[src/rtl/smc_enc_req_queue.sv]
// smc_enc_req_queue
//   Queues cache-line encryption requests for data accesses that the SMC bound
//   checker flags as hits, and hands them to the line encryption engine over a
//   valid/ready handshake. The CPU access is stalled while the queue is full.
//
//   Optional feature macro: SMC_LINE_MERGE_EN
//     When defined, an access to the same line as the most recently pushed
//     entry merges into that entry (we is ORed) instead of taking a new slot.
//
// Ports
//   clk, rst     core clock, synchronous active-high reset
//   acc_valid    CPU data access strobe
//   acc_we       access is a store
//   acc_addr     access address
//   hit          SMC check result for acc_addr (same cycle)
//   acc_stall    hold the current access; CPU re-presents it next cycle
//   req_valid    queue head valid
//   req_ready    encryption engine accepts the head
//   req_addr     line-aligned head address
//   req_we       head line contains at least one store
//   count        current occupancy
module smc_enc_req_queue #(
    parameter int DEPTH     = 4,
    parameter int LINE_BITS = 4
) (
    input  logic                     clk,
    input  logic                     rst,
    input  logic                     acc_valid,
    input  logic                     acc_we,
    input  logic [31:0]              acc_addr,
    input  logic                     hit,
    output logic                     acc_stall,
    output logic                     req_valid,
    input  logic                     req_ready,
    output logic [31:0]              req_addr,
    output logic                     req_we,
    output logic [$clog2(DEPTH):0]   count
);
    localparam int PW = $clog2(DEPTH);
    localparam int CW = PW + 1;
    localparam int TW = 32 - LINE_BITS;

    logic [DEPTH-1:0][TW-1:0] line_q;
    logic [DEPTH-1:0]         we_q;
    logic [PW-1:0]            wr_ptr, rd_ptr, tail_ptr;
    logic                     qual, full, pop, push, merge, line_hit;
    logic                     unused_lo;

    // Offset bits within a line never affect queueing.
    assign unused_lo = ^acc_addr[LINE_BITS-1:0];

    assign qual      = acc_valid & hit;
    assign full      = (count == CW'(DEPTH));
    assign req_valid = (count != '0);
    assign pop       = req_valid & req_ready;
    assign tail_ptr  = wr_ptr - PW'(1);

`ifdef SMC_LINE_MERGE_EN
    assign line_hit = (count != '0) & (acc_addr[31:LINE_BITS] == line_q[tail_ptr]);
    // If the only entry is leaving this cycle, the access becomes a new entry.
    assign merge    = qual & line_hit & ~((count == CW'(1)) & pop);
`else
    assign line_hit = 1'b0;
    assign merge    = 1'b0;
`endif

    // When full, count != 1 (DEPTH >= 2), so line_hit equals merge there; using
    // line_hit keeps req_ready out of the stall path.
    assign acc_stall = qual & full & ~line_hit;
    assign push      = qual & ~acc_stall & ~merge;

    // Outputs are gated so the idle bus reads as zero.
    assign req_addr = req_valid ? {line_q[rd_ptr], {LINE_BITS{1'b0}}} : 32'h0;
    assign req_we   = req_valid & we_q[rd_ptr];

    always_ff @(posedge clk) begin
        if (rst) begin
            line_q <= '0;
            we_q   <= '0;
            wr_ptr <= '0;
            rd_ptr <= '0;
            count  <= '0;
        end else begin
            if (push) begin
                line_q[wr_ptr] <= acc_addr[31:LINE_BITS];
                we_q[wr_ptr]   <= acc_we;
                wr_ptr         <= wr_ptr + PW'(1);
            end
            if (merge)
                we_q[tail_ptr] <= we_q[tail_ptr] | acc_we;
            if (pop)
                rd_ptr <= rd_ptr + PW'(1);
            case ({push, pop})
                2'b10:   count <= count + CW'(1);
                2'b01:   count <= count - CW'(1);
                default: count <= count;
            endcase
        end
    end
endmodule

[config.mk]
export PLATFORM = sky130hd
export DESIGN_NAME = smc_enc_req_queue
export DESIGN_NICKNAME = d
export VERILOG_FILES = /design/src/rtl/smc_enc_req_queue.sv
export SDC_FILE = /design/constraint.sdc
export NUM_CORES = 1
export LEC_CHECK = 0
export ABC_AREA = 1
export BUFFER_PORTS_ARGS = -buffer_cell sky130_fd_sc_hd__buf_2
export CAP_MARGIN = 20
export CORE_MARGIN = 8
export CORE_UTILIZATION = 55
export CTS_BUF_LIST = sky130_fd_sc_hd__clkbuf_8 sky130_fd_sc_hd__clkbuf_16
export CTS_CLUSTER_SIZE = 8
export DETAILED_ROUTE_END_ITERATION = 8
export PLACE_DENSITY = 0.75
export RECOVER_POWER = 100
export SLEW_MARGIN = 10
export SYNTH_ARGS = -nofsm -noshare
export SYNTH_HDL_FRONTEND = slang
export SYNTH_SLANG_ARGS = --single-unit
export TNS_END_PERCENT = 1
[constraint.sdc]
create_clock -name clk -period 2.1 [get_ports clk]
set_input_delay 0.42 -clock clk [delete_from_list [all_inputs] [get_ports clk]]
set_output_delay 0.42 -clock clk [all_outputs]
set_load 0.03 [all_outputs]
# After elaboration in Yosys (flattened, before gate mapping)
# Index checks and enable logic that the tools add are counted.
[classes]
n_addsub = 4
magnitude_cmp = 3
eq_ne = 3
n_mux = 12
bitwise_logic = 6
n_reduce_logical = 3
[ops]
columns = ["cell", "n"]
rows = [
  ["$bwmux W112", 1],
  ["$bmux W28 S2", 1],
  ["$demux W28 S2", 1],
  ["$mux W28", 2],
  ["$mux W32", 1],
  ["$lt A2 B3 Y1 const B", 2],
  ["$pmux W3 S2", 1],
  ["$and A1 B1 Y1", 5],
  ["$add A2 B1 Y2 const B", 2],
  ["$bwmux W4", 1],
  ["$add A3 B1 Y3 const B", 1],
  ["$eq A3 B3 Y1 const B", 1],
  ["$reduce_bool A3 Y1", 1],
  ["$sub A3 B1 Y3 const B", 1],
  ["$bmux W1 S2", 1],
  ["$demux W1 S2", 1],
  ["$eq A2 B1 Y1 const B", 1],
  ["$eq A2 B2 Y1 const B", 1],
  ["$ge A2 B1 Y1 const B", 1],
  ["$mux W1", 2],
  ["$reduce_bool A2 Y1", 1],
  ["$logic_and A1 B1 Y1", 1],
  ["$not A1 Y1", 1],
]
[totals]
reg_bits = 123
input_bits = 38
output_inout_bits = 38
word_cells = 39

# Logic depth before layout (Yosys ltp)
# Gate-level depths: netlist (run 1).
[logic_depth]
word_depth = 6
mapped_depth = 13
depth_no_buf = 13

# Least setup slack after synthesis (run 1)
# No wires, ideal clock.
[synth_timing]
kind = "reg2out"
start = "reg count[2]"
end = "out req_addr[12]"
t_arrival_ns = 1.830
t_required_ns = 1.680
path_slack_ns = -0.150
stages_incl_launch_ff = 7
n_path_buf = 2
path_cell_list = "dfxtp_1 > inv_1 > nand2_1 > inv_1 > buf_2 > buf_6 > a21oi_1"
[synth_via]
elab_chain_len = 2
[synth_lines]
columns = ["item", "line_no", "rtl"]
rows = [
  ["start: declaration", "37", "output logic [$clog2(DEPTH):0] count"],
  ["start signal: assignment", "94", "2'b10: count <= count + CW'(1);"],
  ["start signal: assignment", "95", "2'b01: count <= count - CW'(1);"],
  ["start signal: assignment", "96", "default: count <= count;"],
  ["$reduce_bool A3 Y1", "54", "assign req_valid = (count != '0);"],
  ["net req_valid", "33", "output logic req_valid,"],
  ["$mux W32", "73", "assign req_addr = req_valid ? {line_q[rd_ptr], {LINE_BITS{1'b0}}} : 32'h0;"],
  ["end: declaration", "35", "output logic [31:0] req_addr,"],
]
# The timed path passes the listed nets, and every way through them passes these cells.

# Worst setup path in the final report (run 1)
[layout_timing]
start = "reg rd_ptr[0]"
end = "out req_addr[23]"
[layout_via]
elab_chain_len = 3
[layout_lines]
columns = ["item", "line_no", "rtl"]
rows = [
  ["start: declaration", "45", "logic [PW-1:0] wr_ptr, rd_ptr, tail_ptr;"],
  ["start signal: assignment", "92", "rd_ptr <= rd_ptr + PW'(1);"],
  ["$bmux W28 S2", "73", ""],
  ["$mux W28 (not written as such)", "73", ""],
  ["$mux W32", "73", ""],
]
# Every way passes these cells. The select of a mux whose other input is x is not followed.

==> results of run 1 <==
-- final timing paths --
kind                      startpoint                      end  slack, ns  depth (start not counted)
max           rd_ptr[0]$_SDFFE_PP0P_             req_addr[23]       0.03                          4
min                              rst   wr_ptr[1]$_SDFFE_PP0P_       0.27                          2
min reg2reg  line_q[83]$_SDFFE_PP0P_  line_q[83]$_SDFFE_PP0P_       0.51                          4
max reg2reg    count[1]$_SDFFE_PP0P_  line_q[46]$_SDFFE_PP0P_       0.15                          6
-- critical path: cells and delay by family, from the launching register on --
| family | cells | cell delay, ns |
|---|---|---|
| buf+inv | 2 | 0.43 |
| flops | 1 | 0.42 |
| compound gates | 2 | 0.36 |
-- cell type report --
type / instances / area (sq um) / share of cell area
Inverter: 275 / 1035 / 0.1287
Clock inverter: 9 / 37.54 / 0.004667
Sequential cell: 123 / 2470 / 0.3071
Multi-Input combinational cell: 656 / 3128 / 0.3889
Tap cell: 172 / 215.2 / 0.02676
Timing Repair Buffer: 96 / 690.7 / 0.08587
Clock buffer: 20 / 466.7 / 0.05803
-- state kept, by name (all words and copies together), names as in the netlist --
register / cells
count: 3
line_q: 112
rd_ptr: 2
we_q: 4
wr_ptr: 2
-- cells in the mapped netlist, types with 7 or more instances --
cell and instances:
sky130_fd_sc_hd__o211ai_1 58, sky130_fd_sc_hd__clkbuf_1 12, sky130_fd_sc_hd__buf_2 48, sky130_fd_sc_hd__buf_6 16, sky130_fd_sc_hd__nand2_1 304, sky130_fd_sc_hd__inv_1 268
sky130_fd_sc_hd__inv_2 7, sky130_fd_sc_hd__a21oi_1 34, sky130_fd_sc_hd__nand3_1 8, sky130_fd_sc_hd__nor2_1 121, sky130_fd_sc_hd__nand4_1 116, sky130_fd_sc_hd__buf_4 8
sky130_fd_sc_hd__dfxtp_1 123
-- power breakdown --
part	total, W	leakage [nW]	internal (W)	switching (W)
registers	0.00259	1.00	0.00249	0.0000993
clock network	0.00251	0.275	0.00154	0.000968
logic	0.00315	2.68	0.000992	0.00216
-- through the flow --
stage | total power [W] | worst slack (ns) | cells
2_1_floorplan | 0.004826 | -0.1503 | 1143
5_1_grt | 0.008679 | -0.02623 | 1351
6_report | 0.008251 | 0.03436 | 1351
4_1_cts | 0.008215 | -0.005663 | 1350
3_3_place_gp | 0.005505 | 0.1048 | 1320
3_5_place_dp | 0.005532 | 0.1034 | 1320
-- cells by family (layout without fill, tap and decap cells) --
| kind of cell | Yosys count | after routing | synth area share |
|---|---|---|---|
| AO/OA/AOI/OAI | 95 | 95 | 0.08711 |
| adder cells (fa/ha/maj) | 6 | 6 | 0.01159 |
| buffers and inverters | 364 | 400 | 0.2213 |
| flip-flops | 123 | 123 | 0.3456 |
| other | 1 | 4 | 0.0005264 |
| AND/OR/NAND/NOR | 551 | 551 | 0.3339 |
-- per-layer routing --
layer	up-vias	wire length, um	part of all wire
li1	3541	-	-
met1	3049	8184	0.43
met2	227	9209	0.48
met3	33	1230	0.065
met4	0	365	0.019
met5	-	0	0
-- timing repair --
| item | CTS | global route |
|---|---|---|
| gates resized for setup | 18 | 20 |
| setup endpoints to repair | 15 | 26 |
| hold endpoints to repair | 0 | 0 |
| pin swaps | 1 | 0 |
| gates cloned | 1 | 1 |
==> qor.txt, run 1 <==
Distinct cell type count after synthesis: 20
Critical path peak fanout: 44
Global routing met3 resource utilization: 0.04366
Power per cell area: 1026 mW/mm^2
Port bufs: 67
Antenna violations before repair: 0
Initial cell density of the core: 0.5645
Number of clock sinks seen by CTS: 123
Remaining DRCs: 0
Commonest non-fill, non-tap cell in the layout: sky130_fd_sc_hd__nand2_1
Pins over their slew limit: 0
Actual slew at the worst max-slew pin: 1.202 ns
Synthesized area per cell: 6.249 sq um
Worst IR Drop VDD: 0.7592 mV
GRT busiest layer: met2
Summed area of non-filler cells in the final layout: 0.008043 sq mm
Setup Crit Path Kind: flip-flop to primary output
Core Region: 0.01262 sq mm
Setup Buffers After CTS: 0
Number of flip-flops and latches in the synthesized netlist: 123
Final TNS setup: 0 ns
DIE HEIGHT: 129.8 um
Req. time, crit path: 1.68 ns
First-pass GRT wire length: 30.59 mm
Via count of the first global-routing pass: 6369
Portion of synthesized cell area occupied by the leading cell type: 0.3456
Fmax: 484.1 MHz
Fin. Hold Viols: 0
Floorplan die area: 0.01685 sq mm
Maximum number of pins on one net before global-route repair: 124
Post-detailed-routing wire length: 18.99 mm
Synth async-reset ratio: 0
CTS root buf: sky130_fd_sc_hd__clkbuf_16
Worst EP arrival: 1.65 ns
Global-route track usage on met2: 0.3930
Number of DRC markers in iteration 0: 644
Cells traversed along the worst timing path: buf_16 -> o211ai_1 -> a21oi_2 -> buf_4
Buffer levels on the longest clock path: 2
Number of setup violations in the final report: 0
Number of maximum-capacitance constraint violations: 0
Predominant post-synthesis flop cell: sky130_fd_sc_hd__dfxtp_1
Min Tclk post-route: 2.066 ns
M1 GR Usage: 0.2726
Sequential-to-total area share from yosys stat: 0.3456
Number of buffers inserted during clock tree synthesis: 17
Worst hold-check slack: 0.2700 ns
Reported leakage power: 3.951 nW
Biggest area contributors in the synthesized netlist: sky130_fd_sc_hd__dfxtp_1 (35%), sky130_fd_sc_hd__nand2_1 (16%), sky130_fd_sc_hd__inv_1 (14%), sky130_fd_sc_hd__nand4_1 (10%), sky130_fd_sc_hd__nor2_1 (6.4%)
Ports: 76
Post-synth EDFFs: 0
Die W: 129.8 um
Result of the run: finished, final reports clean
Period Utilization, post-route: 0.9836
Min-Delay Path Class: primary input to flip-flop
Synth-to-layout area growth: 12.89%
Post-route clock skew: 0.004636 ns
Total inserted antenna cells: 0
Critical-path top delay cell: sky130_fd_sc_hd__dfxtp_4
Library cell with the largest summed area after synthesis: sky130_fd_sc_hd__dfxtp_1
H-tree Lvls: 4
Setup repair after global routing missed its margin: yes
Routed wirelength normalized by instance count: 14.06 um
Length of the first detailed-routing pass in iterations: 8
Count of filler cells inserted in the layout: 1247
Category of the worst setup path launch point: flip-flop
Clock latency at the later pin of the worst-skew pair: 0.41 ns
TritonCTS clock tree: yes
Cts-stage hold buffer count: 0
Worst max-slew margin expressed relative to the limit: 0.1986
Cells after synthesis: 1140
GRT Residual Overflow: 0
HPWL after DPL: 10.16 mm
# nets final: 1213
Worst path max stage delay: 0.42 ns
Cell Area, Synth: 0.007124 sq mm
Per-cell via count in the routed design: 5.070
Most frequent cells in the layout: sky130_fd_sc_hd__nand2_1 (304), sky130_fd_sc_hd__inv_1 (273), sky130_fd_sc_hd__nor2_1 (121), sky130_fd_sc_hd__dfxtp_1 (119), sky130_fd_sc_hd__nand4_1 (116)
Clock-pin slew on the worst setup and hold paths: 0.05 ns
Number of core rows: 41
Vias after detailed routing: 6850
Placed instance area: 0.007463 sq mm
RD Place Congestion: 0.7660
Ratio of cells with drive above 1 in the final layout: 0.1103
Synth warnings: 0
Post-layout utilization of the core: 0.6373
Kind of end point of the critical path: primary output
GR Util All Layers: 0.2271
Antenna-violating nets left: 0
No activity file was read; power rests on OpenSTA's default activity.
==> run 2, diff against run 1 <==
--- a/config.mk
+++ b/config.mk
@@ -9,11 +9,10 @@
 export BUFFER_PORTS_ARGS = -buffer_cell sky130_fd_sc_hd__buf_2
 export CAP_MARGIN = 20
 export CORE_MARGIN = 8
-export CORE_UTILIZATION = 55
+export CORE_UTILIZATION = 40
 export CTS_BUF_LIST = sky130_fd_sc_hd__clkbuf_8 sky130_fd_sc_hd__clkbuf_16
 export CTS_CLUSTER_SIZE = 8
 export DETAILED_ROUTE_END_ITERATION = 8
-export PLACE_DENSITY = 0.75
 export RECOVER_POWER = 100
 export SLEW_MARGIN = 10
 export SYNTH_ARGS = -nofsm -noshare
==> run 2 against run 1 <==
Count of clock-buffer cells in the layout rose by 2. Hold slack got worse by 0.0026 ns. Sequential share of layout area fell by 1.1 points. Sequential power barely moved. Routed wire length rose by 2.3%. Core utilization fell by 17 points. Clock power rose by 21%. Largest cell class unchanged. Largest power group unchanged.
==> qor.txt, run 2 (synthesis gave the netlist of run 1 again) <==
Result of the run: finished, final reports clean (unchanged)
Port bufs: 67 (unchanged)
Commonest non-fill, non-tap cell in the layout: sky130_fd_sc_hd__nand2_1 (unchanged)
Number of core rows: 49 (was 41)
Antenna violations before repair: 0 (unchanged)
Core Region: 0.01772 sq mm (was 0.01262 sq mm)
Req. time, crit path: 1.68 ns (about the same)
Reg with most FFs: line_q (unchanged)
Actual slew at the worst max-slew pin: 0.6375 ns (was 1.202 ns)
Category of the worst setup path launch point: flip-flop (unchanged)
Number of clock sinks seen by CTS: 123 (unchanged)
Floorplan die area: 0.02234 sq mm (was 0.01685 sq mm)
GRT Residual Overflow: 0 (unchanged)
HPWL after DPL: 11.64 mm (was 10.16 mm)
Ports: 76 (unchanged)
Reported leakage power: 4.078 nW (was 3.951 nW)
H-tree Lvls: 4 (unchanged)
Clock latency at the later pin of the worst-skew pair: 0.41 ns (about the same)
Critical path peak fanout: 38 (was 44)
Length of the first detailed-routing pass in iterations: 4 (was 8)
Maximum number of pins on one net before global-route repair: 123 (was 124)
Via count of the first global-routing pass: 6236 (was 6369)
Largest registers: line_q (112), we_q (4), count (3) (unchanged)
Kind of end point of the critical path: primary output (unchanged)
GR Util All Layers: 0.1785 (was 0.2271)
Total inserted antenna cells: 0 (unchanged)
Start point of the worst hold path: rst (unchanged)
Largest register FFs: 112 (unchanged)
Min Tclk post-route: 2.042 ns (was 2.066 ns)
Remaining DRCs: 0 (unchanged)
Post-route clock skew: 0.007592 ns (was 0.004636 ns)
Ratio of cells with drive above 1 in the final layout: 0.1295 (was 0.1103)
Endpoint of the worst hold-timing path: rd_ptr[1]$_SDFFE_PP0P_ (was wr_ptr[1]$_SDFFE_PP0P_)
Synth-to-layout area growth: 17.02% (was 12.89%)
Number of maximum-capacitance constraint violations: 0 (unchanged)
Buffer levels on the longest clock path: 2 (unchanged)
Setup repair after global routing missed its margin: yes (unchanged)
# nets final: 1220 (was 1213)
Number of buffers inserted during clock tree synthesis: 17 (unchanged)
Period Utilization, post-route: 0.9723 (was 0.9836)
Per-cell via count in the routed design: 4.670 (was 5.070)
WHS Path Cells: 2 (unchanged)
Setup Crit Path Kind: flip-flop to primary output (unchanged)
DIE HEIGHT: 149.5 um (was 129.8 um)
Pins over their slew limit: 0 (unchanged)
Worst max-slew margin expressed relative to the limit: 0.5750 (was 0.1986)
Worst path max stage delay: 0.45 ns (was 0.42 ns)
Cells traversed along the worst timing path: buf_12 -> o211ai_1 -> a21oi_1 -> buf_4 (was buf_16 -> o211ai_1 -> a21oi_2 -> buf_4)
Vias after detailed routing: 6622 (was 6850)
R2r worst-path depth: 13 (was 6)
Number of DRC markers in iteration 0: 467 (was 644)
Critical-path top delay cell: sky130_fd_sc_hd__dfxtp_4 (unchanged)
Power per cell area: 1056 mW/mm^2 (was 1026 mW/mm^2)
Most frequent cells in the layout: sky130_fd_sc_hd__nand2_1 (303), sky130_fd_sc_hd__inv_1 (270), sky130_fd_sc_hd__nor2_1 (121), sky130_fd_sc_hd__dfxtp_1 (118), sky130_fd_sc_hd__nand4_1 (116) (was sky130_fd_sc_hd__nand2_1 (304), sky130_fd_sc_hd__inv_1 (273), sky130_fd_sc_hd__nor2_1 (121), sky130_fd_sc_hd__dfxtp_1 (119), sky130_fd_sc_hd__nand4_1 (116))
Die W: 149.5 um (was 129.8 um)
Worst hold-check slack: 0.2673 ns (was 0.2700 ns)
RD Place Congestion: 0.7632 (was 0.7660)
Number of setup violations in the final report: 0 (unchanged)
Total Power: 0.008803 W (was 0.008251 W)
Min-Delay Path Class: primary input to flip-flop (unchanged)
Setup slack of the worst register-to-register path: 0.28 ns (was 0.15 ns)
CTS root buf: sky130_fd_sc_hd__clkbuf_16 (unchanged)
Fin. Hold Viols: 0 (unchanged)
Routed wirelength normalized by instance count: 13.70 um (was 14.06 um)
Post-detailed-routing wire length: 19.42 mm (was 18.99 mm)
TritonCTS clock tree: yes (unchanged)
Critical R2R Capture: count[2]$_SDFFE_PP0P_ (was line_q[46]$_SDFFE_PP0P_)
Worst IR Drop VDD: 0.6227 mV (was 0.7592 mV)
R2r startpoint: count[2]$_SDFFE_PP0P_ (was count[1]$_SDFFE_PP0P_)
Fmax: 489.8 MHz (was 484.1 MHz)
Worst EP arrival: 1.62 ns (was 1.65 ns)
Cts-stage hold buffer count: 0 (unchanged)
First-pass GRT wire length: 31.96 mm (was 30.59 mm)
Clock-pin slew on the worst setup and hold paths: 0.05 ns (about the same)
Initial cell density of the core: 0.4021 (was 0.5645)
Antenna-violating nets left: 0 (unchanged)
[run 2: cell count changes in the layout (fill, tap and decap cells not counted), sizes merged]
cell and delta:
clkinv -3, buf +26, clkinvlp +1, bufinv +3, clkbuf -17
[run 2: how the worst max path moves through the flow]
stage                                 from                    end  depth (start not counted)
floorplan            count[2]$_SDFFE_PP0P_           req_addr[12]                          6
global route        rd_ptr[0]$_SDFFE_PP0P_           req_addr[15]                          4
global placement                 acc_valid  count[2]$_SDFFE_PP0P_                         13
CTS                  count[2]$_SDFFE_PP0P_            req_addr[4]                          6
finish              rd_ptr[0]$_SDFFE_PP0P_           req_addr[15]                          4
detailed placement               acc_valid  count[2]$_SDFFE_PP0P_                         13
[run 2: worst max-delay path, delay by kind of cell, from the launching register on]
kind	cells	cell delay, ns
AOI/OAI and AO/OA	2	0.33
DFF	1	0.45
buffers and inverters	2	0.43
[run 2: layout make-up]
| class | instances | area (sq um) |
|---|---|---|
| multi-input combinational | 656 | 3127 |
| sequential | 123 | 2471 |
| clock buffer | 22 | 494.2 |
| timing repair buffer | 103 | 798.3 |
| fill | 1834 | 9382 |
| clock inverter | 10 | 122.6 |
| tap | 229 | 286.5 |
| inverter | 275 | 1037 |
[run 2: power by group]
part	total [W]	switching [W]	leakage, nW	internal [W]
registers	0.00260	0.000111	1.00	0.00249
clock network	0.00304	0.00104	0.317	0.00200
logic	0.00316	0.00213	2.76	0.00103
total	0.00880	0.00328	4.08	0.00552
[run 2: layer usage]
metal / GRT usage / wire [um] / vias to the layer above
li1: - / - / 3556
met1: 0.2358 / 9239 / 2898
met2: 0.2910 / 9061 / 153
met3: 0.03508 / 899 / 15
met4: 0.04695 / 223 / 0
met5: 0 / 0 / -
[run 2: repair_timing]
item                       in CTS  in global routing
pin swaps                       0                  1
setup endpoints to repair      29                 30
cloned                          0                  1
gates resized for setup        16                 22
setup buffers                   1                  1
[run 2: per-stage QoR]
step,setup WS (ns),utilization,cell area [sq um],std cells,TNS (ns)
floorplan,-0.1503,-,7136,1143,-1.950
global placement,0.07459,0.4285,7592,1383,0
detailed placement,0.07983,0.4285,7592,1383,0
CTS,-0.01327,0.4664,8263,1416,-0.02241
global route,-0.02529,0.4705,8337,1418,-0.05734
finish,0.05825,0.4705,8337,1418,0
